$ cat config.mk
export PLATFORM = sky130hd
export DESIGN_NAME = vga_pmod_capture_flat
export DESIGN_NICKNAME = d
export VERILOG_FILES = /design/src/rtl/vga_pmod_capture_if.sv /design/src/rtl/vga_pmod_capture.sv /design/src/flat_wrapper.sv
export SDC_FILE = /design/constraint.sdc
export NUM_CORES = 1
export LEC_CHECK = 0
export ABC_AREA = 1
export CAP_MARGIN = 0
export CORE_ASPECT_RATIO = 1.4
export CORE_MARGIN = 2
export CORE_UTILIZATION = 45
export CTS_CLUSTER_SIZE = 25
export DETAILED_ROUTE_END_ITERATION = 10
export MAX_ROUTING_LAYER = met4
export PLACE_DENSITY_LB_ADDON = 0.15
export SLEW_MARGIN = 0
export SYNTH_ARGS = -nofsm -noshare
export SYNTH_HDL_FRONTEND = slang
export SYNTH_SLANG_ARGS = --single-unit
$ cat constraint.sdc
create_clock -name clk -period 3.3 [get_ports clk]
set_input_delay 0.66 -clock clk [delete_from_list [all_inputs] [get_ports clk]]
set_output_delay 0.66 -clock clk [all_outputs]
set_load 0.01 [all_outputs]
$ cat src/rtl/vga_pmod_capture_if.sv
// PMOD capture bus: raw PMOD byte in, recovered video timing/colour and frame statistics out.
interface vga_pmod_capture_if;
  logic [7:0]  i_pmod_in;
  logic [9:0]  o_hpos;
  logic [9:0]  o_vpos;
  logic        o_display_on;
  logic [1:0]  o_r;
  logic [1:0]  o_g;
  logic [1:0]  o_b;
  logic        o_locked;
  logic        o_frame_done;
  logic [18:0] o_lit_count;
  logic [15:0] o_frame_sum;
  logic        o_sync_err;

  modport master (
    output i_pmod_in,
    input  o_hpos, o_vpos, o_display_on, o_r, o_g, o_b,
    input  o_locked, o_frame_done, o_lit_count, o_frame_sum, o_sync_err
  );

  modport slave (
    input  i_pmod_in,
    output o_hpos, o_vpos, o_display_on, o_r, o_g, o_b,
    output o_locked, o_frame_done, o_lit_count, o_frame_sum, o_sync_err
  );
endinterface

$ cat src/rtl/vga_pmod_capture.sv
// Receive side of the TinyVGA PMOD: locks to the sync stream, recovers pixel coordinates
// and colour, and reports a per-frame lit-pixel count and colour checksum.
module vga_pmod_capture #(
  parameter int unsigned H_VISIBLE = 640,
  parameter int unsigned H_FRONT   = 16,
  parameter int unsigned H_SYNC    = 96,
  parameter int unsigned H_BACK    = 48,
  parameter int unsigned V_VISIBLE = 480,
  parameter int unsigned V_FRONT   = 10,
  parameter int unsigned V_SYNC    = 2,
  parameter int unsigned V_BACK    = 33
) (
  input logic               clk,
  input logic               reset,
  vga_pmod_capture_if.slave io_cap
);
  localparam int unsigned HTotal = H_VISIBLE + H_FRONT + H_SYNC + H_BACK;
  localparam int unsigned VTotal = V_VISIBLE + V_FRONT + V_SYNC + V_BACK;
  localparam logic [9:0] HLoad    = 10'(H_VISIBLE + H_FRONT);
  localparam logic [9:0] HPre     = 10'(H_VISIBLE + H_FRONT - 1);
  localparam logic [9:0] HLast    = 10'(HTotal - 1);
  localparam logic [9:0] HVis     = 10'(H_VISIBLE);
  localparam logic [9:0] HVisLast = 10'(H_VISIBLE - 1);
  localparam logic [9:0] VLoad    = 10'(V_VISIBLE + V_FRONT);
  localparam logic [9:0] VPre     = 10'(V_VISIBLE + V_FRONT - 1);
  localparam logic [9:0] VLast    = 10'(VTotal - 1);
  localparam logic [9:0] VVis     = 10'(V_VISIBLE);
  localparam logic [9:0] VVisLast = 10'(V_VISIBLE - 1);

  typedef enum logic [1:0] {StSearch, StHlock, StLocked} state_e;

  // Sample / timing-recovery stage
  logic [7:0] r_s1;
  logic       r_hs_prev;
  logic       r_vs_prev;
  logic [9:0] r_hcnt;
  logic [9:0] r_vcnt;
  logic [5:0] r_rgb;
  state_e     r_state;
  logic [1:0] r_good;
  logic       r_sync_err;

  // Output / statistics stage
  logic        r_armed;
  logic [18:0] r_acc_lit;
  logic [15:0] r_acc_sum;
  logic [9:0]  r_hpos;
  logic [9:0]  r_vpos;
  logic        r_display_on;
  logic [5:0]  r_rgb_out;
  logic        r_frame_done;
  logic [18:0] r_lit_count;
  logic [15:0] r_frame_sum;

  logic        w_hs_edge;
  logic        w_vs_edge;
  logic        w_hwrap;
  logic        w_h_on_time;
  logic        w_hs_err;
  logic        w_vs_err;
  logic [9:0]  w_hcnt_nxt;
  logic [9:0]  w_vcnt_nxt;
  logic [1:0]  w_good_nxt;
  logic        w_locked;
  logic        w_visible;
  logic        w_arm;
  logic        w_acc;
  logic        w_frame_end;
  logic [18:0] w_lit_nxt;
  logic [15:0] w_sum_nxt;

  assign w_hs_edge   = r_hs_prev & ~r_s1[7];
  assign w_vs_edge   = r_vs_prev & ~r_s1[3];
  assign w_hwrap     = ~w_hs_edge && (r_hcnt == HLast);
  assign w_h_on_time = (r_hcnt == HPre);
  // Off-time edge, or the edge that should land on this sample never came.
  assign w_hs_err    = w_hs_edge ? ~w_h_on_time : w_h_on_time;
  assign w_vs_err    = w_vs_edge && (r_vcnt != VPre);

  assign w_hcnt_nxt = w_hs_edge ? HLoad : (w_hwrap ? 10'd0 : r_hcnt + 10'd1);
  assign w_vcnt_nxt = w_vs_edge ? VLoad :
                      (w_hwrap ? ((r_vcnt == VLast) ? 10'd0 : r_vcnt + 10'd1) : r_vcnt);
  assign w_good_nxt = ~w_hs_edge ? r_good :
                      (~w_h_on_time ? 2'd0 : ((r_good == 2'd2) ? 2'd2 : r_good + 2'd1));

  always_ff @(posedge clk) begin
    if (reset) begin
      r_s1      <= 8'd0;
      r_hs_prev <= 1'b0;
      r_vs_prev <= 1'b0;
      r_hcnt    <= 10'd0;
      r_vcnt    <= 10'd0;
      r_rgb     <= 6'd0;
    end else begin
      r_s1      <= io_cap.i_pmod_in;
      r_hs_prev <= r_s1[7];
      r_vs_prev <= r_s1[3];
      r_hcnt    <= w_hcnt_nxt;
      r_vcnt    <= w_vcnt_nxt;
      r_rgb     <= {r_s1[0], r_s1[4], r_s1[1], r_s1[5], r_s1[2], r_s1[6]};
    end
  end

  always_ff @(posedge clk) begin
    if (reset) begin
      r_state    <= StSearch;
      r_good     <= 2'd0;
      r_sync_err <= 1'b0;
    end else begin
      case (r_state)
        StSearch: begin
          if (w_hs_edge) begin
            r_state <= StHlock;
            r_good  <= 2'd0;
          end
        end
        StHlock: begin
          // The hsync check of this sample counts before a coincident vsync is judged.
          r_good <= w_good_nxt;
          if (w_vs_edge && (w_good_nxt == 2'd2)) r_state <= StLocked;
        end
        StLocked: begin
          if (w_hs_err || w_vs_err) begin
            r_state    <= StSearch;
            r_good     <= 2'd0;
            r_sync_err <= 1'b1;
          end
        end
        default: r_state <= StSearch;
      endcase
    end
  end

  assign w_locked    = (r_state == StLocked);
  assign w_visible   = (r_hcnt < HVis) && (r_vcnt < VVis);
  assign w_arm       = w_locked && (r_armed || ((r_hcnt == 10'd0) && (r_vcnt == 10'd0)));
  assign w_acc       = w_arm && w_visible;
  assign w_lit_nxt   = r_acc_lit + {18'd0, (w_acc && (r_rgb != 6'd0))};
  assign w_sum_nxt   = r_acc_sum + {10'd0, (w_acc ? r_rgb : 6'd0)};
  assign w_frame_end = w_arm && (r_hcnt == HVisLast) && (r_vcnt == VVisLast);

  always_ff @(posedge clk) begin
    if (reset) begin
      r_armed      <= 1'b0;
      r_acc_lit    <= 19'd0;
      r_acc_sum    <= 16'd0;
      r_hpos       <= 10'd0;
      r_vpos       <= 10'd0;
      r_display_on <= 1'b0;
      r_rgb_out    <= 6'd0;
      r_frame_done <= 1'b0;
      r_lit_count  <= 19'd0;
      r_frame_sum  <= 16'd0;
    end else begin
      r_armed      <= w_arm;
      r_hpos       <= r_hcnt;
      r_vpos       <= r_vcnt;
      r_display_on <= w_visible && w_locked;
      r_rgb_out    <= r_rgb;
      r_frame_done <= w_frame_end;
      if (w_frame_end) begin
        r_lit_count <= w_lit_nxt;
        r_frame_sum <= w_sum_nxt;
        r_acc_lit   <= 19'd0;
        r_acc_sum   <= 16'd0;
      end else if (!w_arm) begin
        // Anything gathered before arming belongs to a partial frame.
        r_acc_lit <= 19'd0;
        r_acc_sum <= 16'd0;
      end else begin
        r_acc_lit <= w_lit_nxt;
        r_acc_sum <= w_sum_nxt;
      end
    end
  end

  assign io_cap.o_hpos       = r_hpos;
  assign io_cap.o_vpos       = r_vpos;
  assign io_cap.o_display_on = r_display_on;
  assign io_cap.o_r          = r_rgb_out[5:4];
  assign io_cap.o_g          = r_rgb_out[3:2];
  assign io_cap.o_b          = r_rgb_out[1:0];
  assign io_cap.o_locked     = w_locked;
  assign io_cap.o_frame_done = r_frame_done;
  assign io_cap.o_lit_count  = r_lit_count;
  assign io_cap.o_frame_sum  = r_frame_sum;
  assign io_cap.o_sync_err   = r_sync_err;
endmodule

$ cat src/flat_wrapper.sv
// flat-port wrapper written by rule: the top's interface ports become plain ports
module vga_pmod_capture_flat 
#(
  parameter int unsigned H_VISIBLE = 640,
  parameter int unsigned H_FRONT   = 16,
  parameter int unsigned H_SYNC    = 96,
  parameter int unsigned H_BACK    = 48,
  parameter int unsigned V_VISIBLE = 480,
  parameter int unsigned V_FRONT   = 10,
  parameter int unsigned V_SYNC    = 2,
  parameter int unsigned V_BACK    = 33
)
  (clk, reset, io_cap_i_pmod_in, io_cap_o_hpos, io_cap_o_vpos, io_cap_o_display_on, io_cap_o_r, io_cap_o_g, io_cap_o_b, io_cap_o_locked, io_cap_o_frame_done, io_cap_o_lit_count, io_cap_o_frame_sum, io_cap_o_sync_err);
  vga_pmod_capture_if io_cap_i ();
  input logic clk;
  input logic reset;
  input wire logic [$bits(io_cap_i.i_pmod_in)-1:0] io_cap_i_pmod_in;
  output wire logic [$bits(io_cap_i.o_hpos)-1:0] io_cap_o_hpos;
  output wire logic [$bits(io_cap_i.o_vpos)-1:0] io_cap_o_vpos;
  output wire logic [$bits(io_cap_i.o_display_on)-1:0] io_cap_o_display_on;
  output wire logic [$bits(io_cap_i.o_r)-1:0] io_cap_o_r;
  output wire logic [$bits(io_cap_i.o_g)-1:0] io_cap_o_g;
  output wire logic [$bits(io_cap_i.o_b)-1:0] io_cap_o_b;
  output wire logic [$bits(io_cap_i.o_locked)-1:0] io_cap_o_locked;
  output wire logic [$bits(io_cap_i.o_frame_done)-1:0] io_cap_o_frame_done;
  output wire logic [$bits(io_cap_i.o_lit_count)-1:0] io_cap_o_lit_count;
  output wire logic [$bits(io_cap_i.o_frame_sum)-1:0] io_cap_o_frame_sum;
  output wire logic [$bits(io_cap_i.o_sync_err)-1:0] io_cap_o_sync_err;
  assign io_cap_i.i_pmod_in = io_cap_i_pmod_in;
  assign io_cap_o_hpos = io_cap_i.o_hpos;
  assign io_cap_o_vpos = io_cap_i.o_vpos;
  assign io_cap_o_display_on = io_cap_i.o_display_on;
  assign io_cap_o_r = io_cap_i.o_r;
  assign io_cap_o_g = io_cap_i.o_g;
  assign io_cap_o_b = io_cap_i.o_b;
  assign io_cap_o_locked = io_cap_i.o_locked;
  assign io_cap_o_frame_done = io_cap_i.o_frame_done;
  assign io_cap_o_lit_count = io_cap_i.o_lit_count;
  assign io_cap_o_frame_sum = io_cap_i.o_frame_sum;
  assign io_cap_o_sync_err = io_cap_i.o_sync_err;
  vga_pmod_capture #(.H_VISIBLE(H_VISIBLE), .H_FRONT(H_FRONT), .H_SYNC(H_SYNC), .H_BACK(H_BACK), .V_VISIBLE(V_VISIBLE), .V_FRONT(V_FRONT), .V_SYNC(V_SYNC), .V_BACK(V_BACK)) u_core (.clk(clk), .reset(reset), .io_cap(io_cap_i));
endmodule
==> results of run 1 <==
==> sequential cells by signal, summed over array words and instances (netlist names), 2 cells and up <==
| name | cells |
|---|---|
| u_core.io_cap.o_lit_count | 19 |
| u_core.io_cap.o_frame_sum | 16 |
| u_core.r_acc_sum | 16 |
| u_core.r_hcnt | 10 |
| u_core.r_vcnt | 10 |
| u_core.r_good | 2 |
| u_core.r_s1 | 8 |
| u_core.r_acc_lit | 19 |
| u_core.io_cap.o_hpos | 10 |
| u_core.r_rgb_out | 6 |
| u_core.r_state | 2 |
| u_core.r_rgb | 6 |
| u_core.io_cap.o_vpos | 10 |
==> final timing paths <==
check	to	slack [ns]	cells after the start	startpoint
min reg2reg	u_core.r_rgb[3]$_SDFF_PP0_	0.41	2	u_core.r_s1[1]$_SDFF_PP0_
max reg2reg	u_core.io_cap.o_frame_sum[14]$_SDFFE_PP0P_	0.28	21	u_core.r_vcnt[1]$_SDFFE_PP0P_
max	u_core.io_cap.o_frame_sum[14]$_SDFFE_PP0P_	0.28	21	u_core.r_vcnt[1]$_SDFFE_PP0P_
min	u_core.r_rgb[3]$_SDFF_PP0_	0.41	2	u_core.r_s1[1]$_SDFF_PP0_
==> where the power goes <==
part	leakage (uW)	internal (uW)	switching, uW
sequential	0.00113	1720	15.8
combinational	0.00178	55.7	83.5
clock	0.000270	1120	744
total	0.00319	2890	843
==> cell families after synthesis <==
kind of cell | count (synthesis) | synth area share, %
compound gates | 84 | 7.37
xor+xnor | 24 | 3.58
fa+ha+maj | 15 | 3.32
buf+inv | 139 | 9.43
flops | 140 | 47.7
simple gates | 381 | 28.6
==> cell usage after synthesis, types with 3 or more instances <==
| cell type | number | area, um2 |
|---|---|---|
| inv_2 | 6 | 22.5 |
| nand3b_1 | 6 | 45.0 |
| nor2_2 | 3 | 18.8 |
| nor2_4 | 4 | 45.0 |
| clkbuf_1 | 7 | 26.3 |
| a21oi_1 | 41 | 205 |
| xor2_1 | 17 | 149 |
| nand2_2 | 6 | 37.5 |
| ha_1 | 14 | 175 |
| buf_1 | 3 | 11.3 |
| nand4_1 | 12 | 75.1 |
| buf_6 | 3 | 33.8 |
| xnor2_1 | 7 | 61.3 |
| nand3_1 | 34 | 170 |
| and3_1 | 4 | 25.0 |
| o21ai_0 | 28 | 140 |
| inv_1 | 111 | 417 |
| dfxtp_1 | 140 | 2800 |
| nor3b_1 | 3 | 22.5 |
| nor2_1 | 173 | 649 |
| o21ai_1 | 10 | 50.1 |
| nand2_1 | 111 | 417 |
| nor3_1 | 16 | 80.1 |
| buf_2 | 8 | 40.0 |
==> timing repair <==
| action | in CTS | in global routing |
|---|---|---|
| gates resized for setup | 0 | 12 |
| endpoints found under the hold margin | 0 | 0 |
| setup endpoints to repair | 0 | 13 |
==> cells in the final DEF (no fill, tap or decap), types with 2 or more instances in the layout <==
cell,n
and3_1,4
bufinv_16,2
a21oi_1,41
o21ai_1,11
clkinv_4,3
nand2_1,110
buf_4,11
o21ai_0,26
nor3_1,15
nor2_4,4
dfxtp_1,139
xor2_1,17
nand3b_1,6
nor2_2,4
clkbuf_16,17
nor3_2,3
clkdlybuf4s50_1,73
nor3b_1,3
inv_6,2
nand4_1,12
nor4_1,2
xnor2_1,7
inv_1,109
inv_2,8
o211ai_1,2
clkbuf_1,2
clkinv_2,2
ha_1,13
nand2_2,7
nand3_1,34
nor2_1,172
clkinvlp_4,4
==> worst max-delay path, stage by stage (launching register included) <==
cell and delay, ns:
dfxtp_1 0.35, inv_2 0.09, ha_1 0.16, nand4_1 0.10, nor2_1 0.09, nand3_1 0.10
nand2_2 0.11, nand2_2 0.06, or2_4 0.25, nor2_1 0.12, ha_2 0.19, inv_1 0.05
fa_2 0.34, nand3b_1 0.18, nand2_2 0.11, nand2_1 0.07, nand2_1 0.09, nand2_1 0.09
o21ai_2 0.13, nand2_1 0.06, nor2_1 0.08, a21oi_1 0.05
==> per-layer routing <==
layer	share of wire, %	wire length [um]	track usage, %	vias up
li1	-	-	-	2617
met1	40	5450	21.7	2346
met2	54	7420	38.1	113
met3	3.2	432	4.27	28
met4	2.7	369	8.29	0
met5	0	0	-	-
==> final cells by class <==
type,instances,area [um2],area share [%]
Inverter,118,443,6.01
Multi-Input combinational cell,504,2540,34.5
Timing Repair Buffer,85,818,11.1
Sequential cell,140,2800,38.0
Clock inverter,13,144,1.95
Tap cell,153,191,2.60
Clock buffer,19,433,5.87
==> per-stage QoR <==
step	utilization, %	setup WS, ns	area (um2)	cells	setup TNS (ns)
floorplan	-	0.272	5880	783	0
global placement	52.9	0.162	6780	1000	0
detailed placement	52.9	0.0744	6780	1000	0
CTS	57.4	0.0682	7350	1032	0
global route	57.6	-0.0400	7370	1032	-0.0594
finish	57.6	0.281	7370	1032	0
==> flow_summary.yaml, run 1 <==
run_status:
  status: "finished, final reports clean"
global_route:
  grt_pass1_wl_um: 22800
  grt.overflow.total: 0
  grt_start_max_net_pins: 37
  grt_use_total_pct: 21.0
  grt_pass1_vias: 5001
  antenna_found_initial: 0
pwr:
  power.density_nw_per_um2: 506
  ir_worst_vdd_mv: 0.317
  p_leak_uw: 0.00319
  p_total_uw: 3730
finish:
  drive_gt1_share_pct: 8.65
  area_growth_pct: 25.5
  fill_cells: 1197
  fin_nets: 891
  antenna_cells: 0
routing:
  routed_wl_um: 13700
  vias: 5104
  viasPerCell: 4.95
  wire_per_inst_um: 13.3
  antenna_left: 0
  drc: 0
  dr.pass1.iters: 5
  drt_iter0_drc: 183
timing:
  slew-limit-headroom_pct: 56.0
  period_share_pct: 91.5
  timing.fmax_mhz: 331
  finalHoldViolations: 0
  fin_worst_skew_ns: 0.00863
  rsz0062_at_grt: "yes"
  post-route-min-period_ns: 3.02
  setup_viol: 0
  report.final.slew_viol_count: 0
  worstMarginPinSlew_ns: 0.658
  holdWs_ns: 0.407
worst_setup_path:
  crit_path_start_kind: "register"
  endpoint_kind: "register"
  worst_ep_arrival_time_ns: 3.32
  critPathKind: "reg2reg"
  required_ns: 3.60
  cp_max_fo: 4
yosys:
  syn_avg_cell_area_um2: 7.51
  ys.flop_type: "dfxtp_1"
  synth_nets: 808
  ys_async_sr_fraction_pct: 0
  syn_area_um2: 5880
  synth_seq_area_share_pct: 47.7
  synth-edff-count: 0
  synth_cell_types: 37
  ys_warn_count: 0
  synth_cells: 783
  synth-seq-cells: 140
clocking:
  cts_made_buffers: 17
  root_buffer: "clkbuf_16"
  htree_levels: 4
  ctsHoldBuffers: 0
  cts.clk_slew.worst_paths_ns: 0.06
  clockBufferDepth: 2
  cts_sinks: 140
  cts_tree: "done"
  post_cts_buffers: 0
  clk_latency_ns: 0.42
floorplanning:
  std_cell_rows: 49
  chipWidth_um: 101
  io_pins: 75
  core_region_area_um2: 12800
  die_area_um2: 14000
  initial_core_util_pct: 45.9
  die_h_um: 139
placed_design:
  portBuffers: 74
  place_congestion: 0.941
  place_hpwl_um: 10100
min_path:
  hp-class: "reg2reg"
flow_run:
  max_cap_violations: 0
Power figures use the tool's default switching activity.
==> run 2, diff against run 1 <==
- HOLD_SLACK_MARGIN: unset -> 0.06
- SKIP_CTS_REPAIR_TIMING: unset -> 1
- clock period: 3.3 -> 2.65 ns (I/O delays scaled with it)
==> flow_summary.yaml, run 2 (synthesized netlist as in run 1, its figures left out) <==
run_status:
  status: "finished with violations"
  violations: "negative setup slack"
finish:
  antenna_cells: 0
  layout_commonest_cell: "nor2_1"
  area_growth_pct: 42.1
  fin_nets: 962
  drive_gt1_share_pct: 21.2
  final_cell_mix: "165 x nor2_1, 137 x dfxtp_1, 105 x inv_1"
  design_area_um2: 8350
  fill_cells: 1088
global_route:
  antenna_found_initial: 0
  grt_pass1_vias: 5348
  grt.overflow.total: 0
  grt_start_max_net_pins: 35
  grt_use_total_pct: 22.9
  grt_pass1_wl_um: 24800
floorplanning:
  std_cell_rows: 49
  io_pins: 75
  initial_core_util_pct: 45.9
  core_region_area_um2: 12800
  chipWidth_um: 101
  die_area_um2: 14000
  die_h_um: 139
clocking:
  clockBufferDepth: 2
  cts_tree: "done"
  clk_latency_ns: 0.41
  root_buffer: "clkbuf_16"
  cts_made_buffers: 17
  cts.clk_slew.worst_paths_ns: 0.06
  cts_sinks: 140
  htree_levels: 4
timing:
  holdWs_ns: 0.405
  setup_slack_ns: -0.296
  finalHoldViolations: 0
  setup_viol: 37
  slew-limit-headroom_pct: 54.4
  fin_worst_skew_ns: 0.00522
  worstMarginPinSlew_ns: 0.681
  rsz0062_at_grt: "yes"
  report.final.slew_viol_count: 0
  post-route-min-period_ns: 2.95
  period_share_pct: 111
  timing.fmax_mhz: 339
placed_design:
  place_ws_ns: -0.292
  placed_area_um2: 7300
  place_congestion: 0.971
  place_hpwl_um: 10700
  portBuffers: 74
worst_setup_path:
  reg2reg_to: "u_core.io_cap.o_frame_sum[14]$_SDFFE_PP0P_"
  crit_path_start_kind: "register"
  cp_slowest_cell: "fa_2"
  startpoint: "u_core.r_hcnt[1]$_SDFF_PP0_"
  cpLargestDelayFamily: "simple AND/OR/NAND/NOR gates"
  rr_startpoint: "u_core.r_hcnt[1]$_SDFF_PP0_"
  critPathKind: "reg2reg"
  endpoint_kind: "register"
  crit_buf_inv: 2
  cp_max_fo: 5
  max_stage_delay_ns: 0.35
  critPathCapture: "u_core.io_cap.o_frame_sum[14]$_SDFFE_PP0P_"
  required_ns: 2.95
  crit_cells: 21
  crit_chain: "inv_2, ha_4, nand4_1, nor2_1, nand3_1, nand2_2, nand2_4, or2_4, nor2_2, ha_2, inv_2, fa_2, nand3b_1, nand2_2, nand2_2, nand2_2, nand2_4, o21ai_2, nand2_1, nor2_1, a21oi_1"
  cp_common_cell: "nand2_2"
  reg2reg_depth: 21
  worst_ep_arrival_time_ns: 3.24
  reg2reg_slack_ns: -0.30
routing:
  antenna_left: 0
  dr.pass1.iters: 5
  drt_iter0_drc: 156
  drc: 0
  routed_wl_um: 15500
  viasPerCell: 4.93
  vias: 5432
  wire_per_inst_um: 14.0
min_path:
  hp-class: "reg2reg"
pwr:
  p_leak_uw: 0.00369
  power.density_nw_per_um2: 579
  ir_worst_vdd_mv: 0.328
flow_run:
  max_cap_violations: 0
==> run 2: cell types whose count changed in the layout (fill, tap and decap cells not counted), sizes merged <==
cell,before,now
buf,12,83
clkbuf,19,26
clkinv,6,3
clkinvlp,4,1
inv,119,117
==> run 2: worst min-delay path by stage <==
stage,cells past startpoint,start,end
after floorplan,2,u_core.r_s1[6]$_SDFF_PP0_,u_core.r_rgb[0]$_SDFF_PP0_
after global placement,2,u_core.r_s1[2]$_SDFF_PP0_,u_core.r_rgb[1]$_SDFF_PP0_
after detailed placement,2,u_core.r_s1[5]$_SDFF_PP0_,u_core.r_rgb[2]$_SDFF_PP0_
after CTS,2,u_core.r_s1[2]$_SDFF_PP0_,u_core.r_rgb[1]$_SDFF_PP0_
after global routing,2,u_core.r_s1[5]$_SDFF_PP0_,u_core.r_rgb[2]$_SDFF_PP0_
final,2,u_core.r_s1[4]$_SDFF_PP0_,u_core.r_rgb[4]$_SDFF_PP0_
==> run 2: power breakdown <==
| part | switching [uW] | internal [uW] | leakage [uW] |
|---|---|---|---|
| sequential | 15.2 | 2140 | 0.00114 |
| clock | 867 | 1580 | 0.000304 |
| combinational | 125 | 108 | 0.00225 |
==> run 2: per-layer routing <==
layer,global-route usage [%],share of wire (%)
met3,4.77,3.4
met5,-,0
met1,24.1,38
met2,40.7,54
met4,9.37,4.2
==> run 2: layout make-up <==
cell class / instances / area, um2 / share of cell area, %
Inverter: 118 / 443 / 5.30
Multi-Input combinational cell: 504 / 2930 / 35.1
Sequential cell: 140 / 2810 / 33.6
Clock buffer: 26 / 539 / 6.46
Tap cell: 153 / 191 / 2.29
Clock inverter: 5 / 77.6 / 0.929
Timing Repair Buffer: 156 / 1370 / 16.4
==> run 2: metrics by stage <==
step	util (%)	std cells	TNS (ns)	total power [uW]
final	65.2	1102	-3.56	4830
after global routing	65.2	1102	-12.81	4980
after CTS	61.8	1093	-9.32	4840
after detailed placement	57.0	1062	-7.71	2410
after global placement	57.0	1062	-4.60	2410
after floorplan	-	783	-1.14	2310
==> run 2: worst min-delay path: stages (launching register included) <==
cell,delay [ns]
dfxtp_1,0.29
inv_1,0.04
nor2_1,0.03
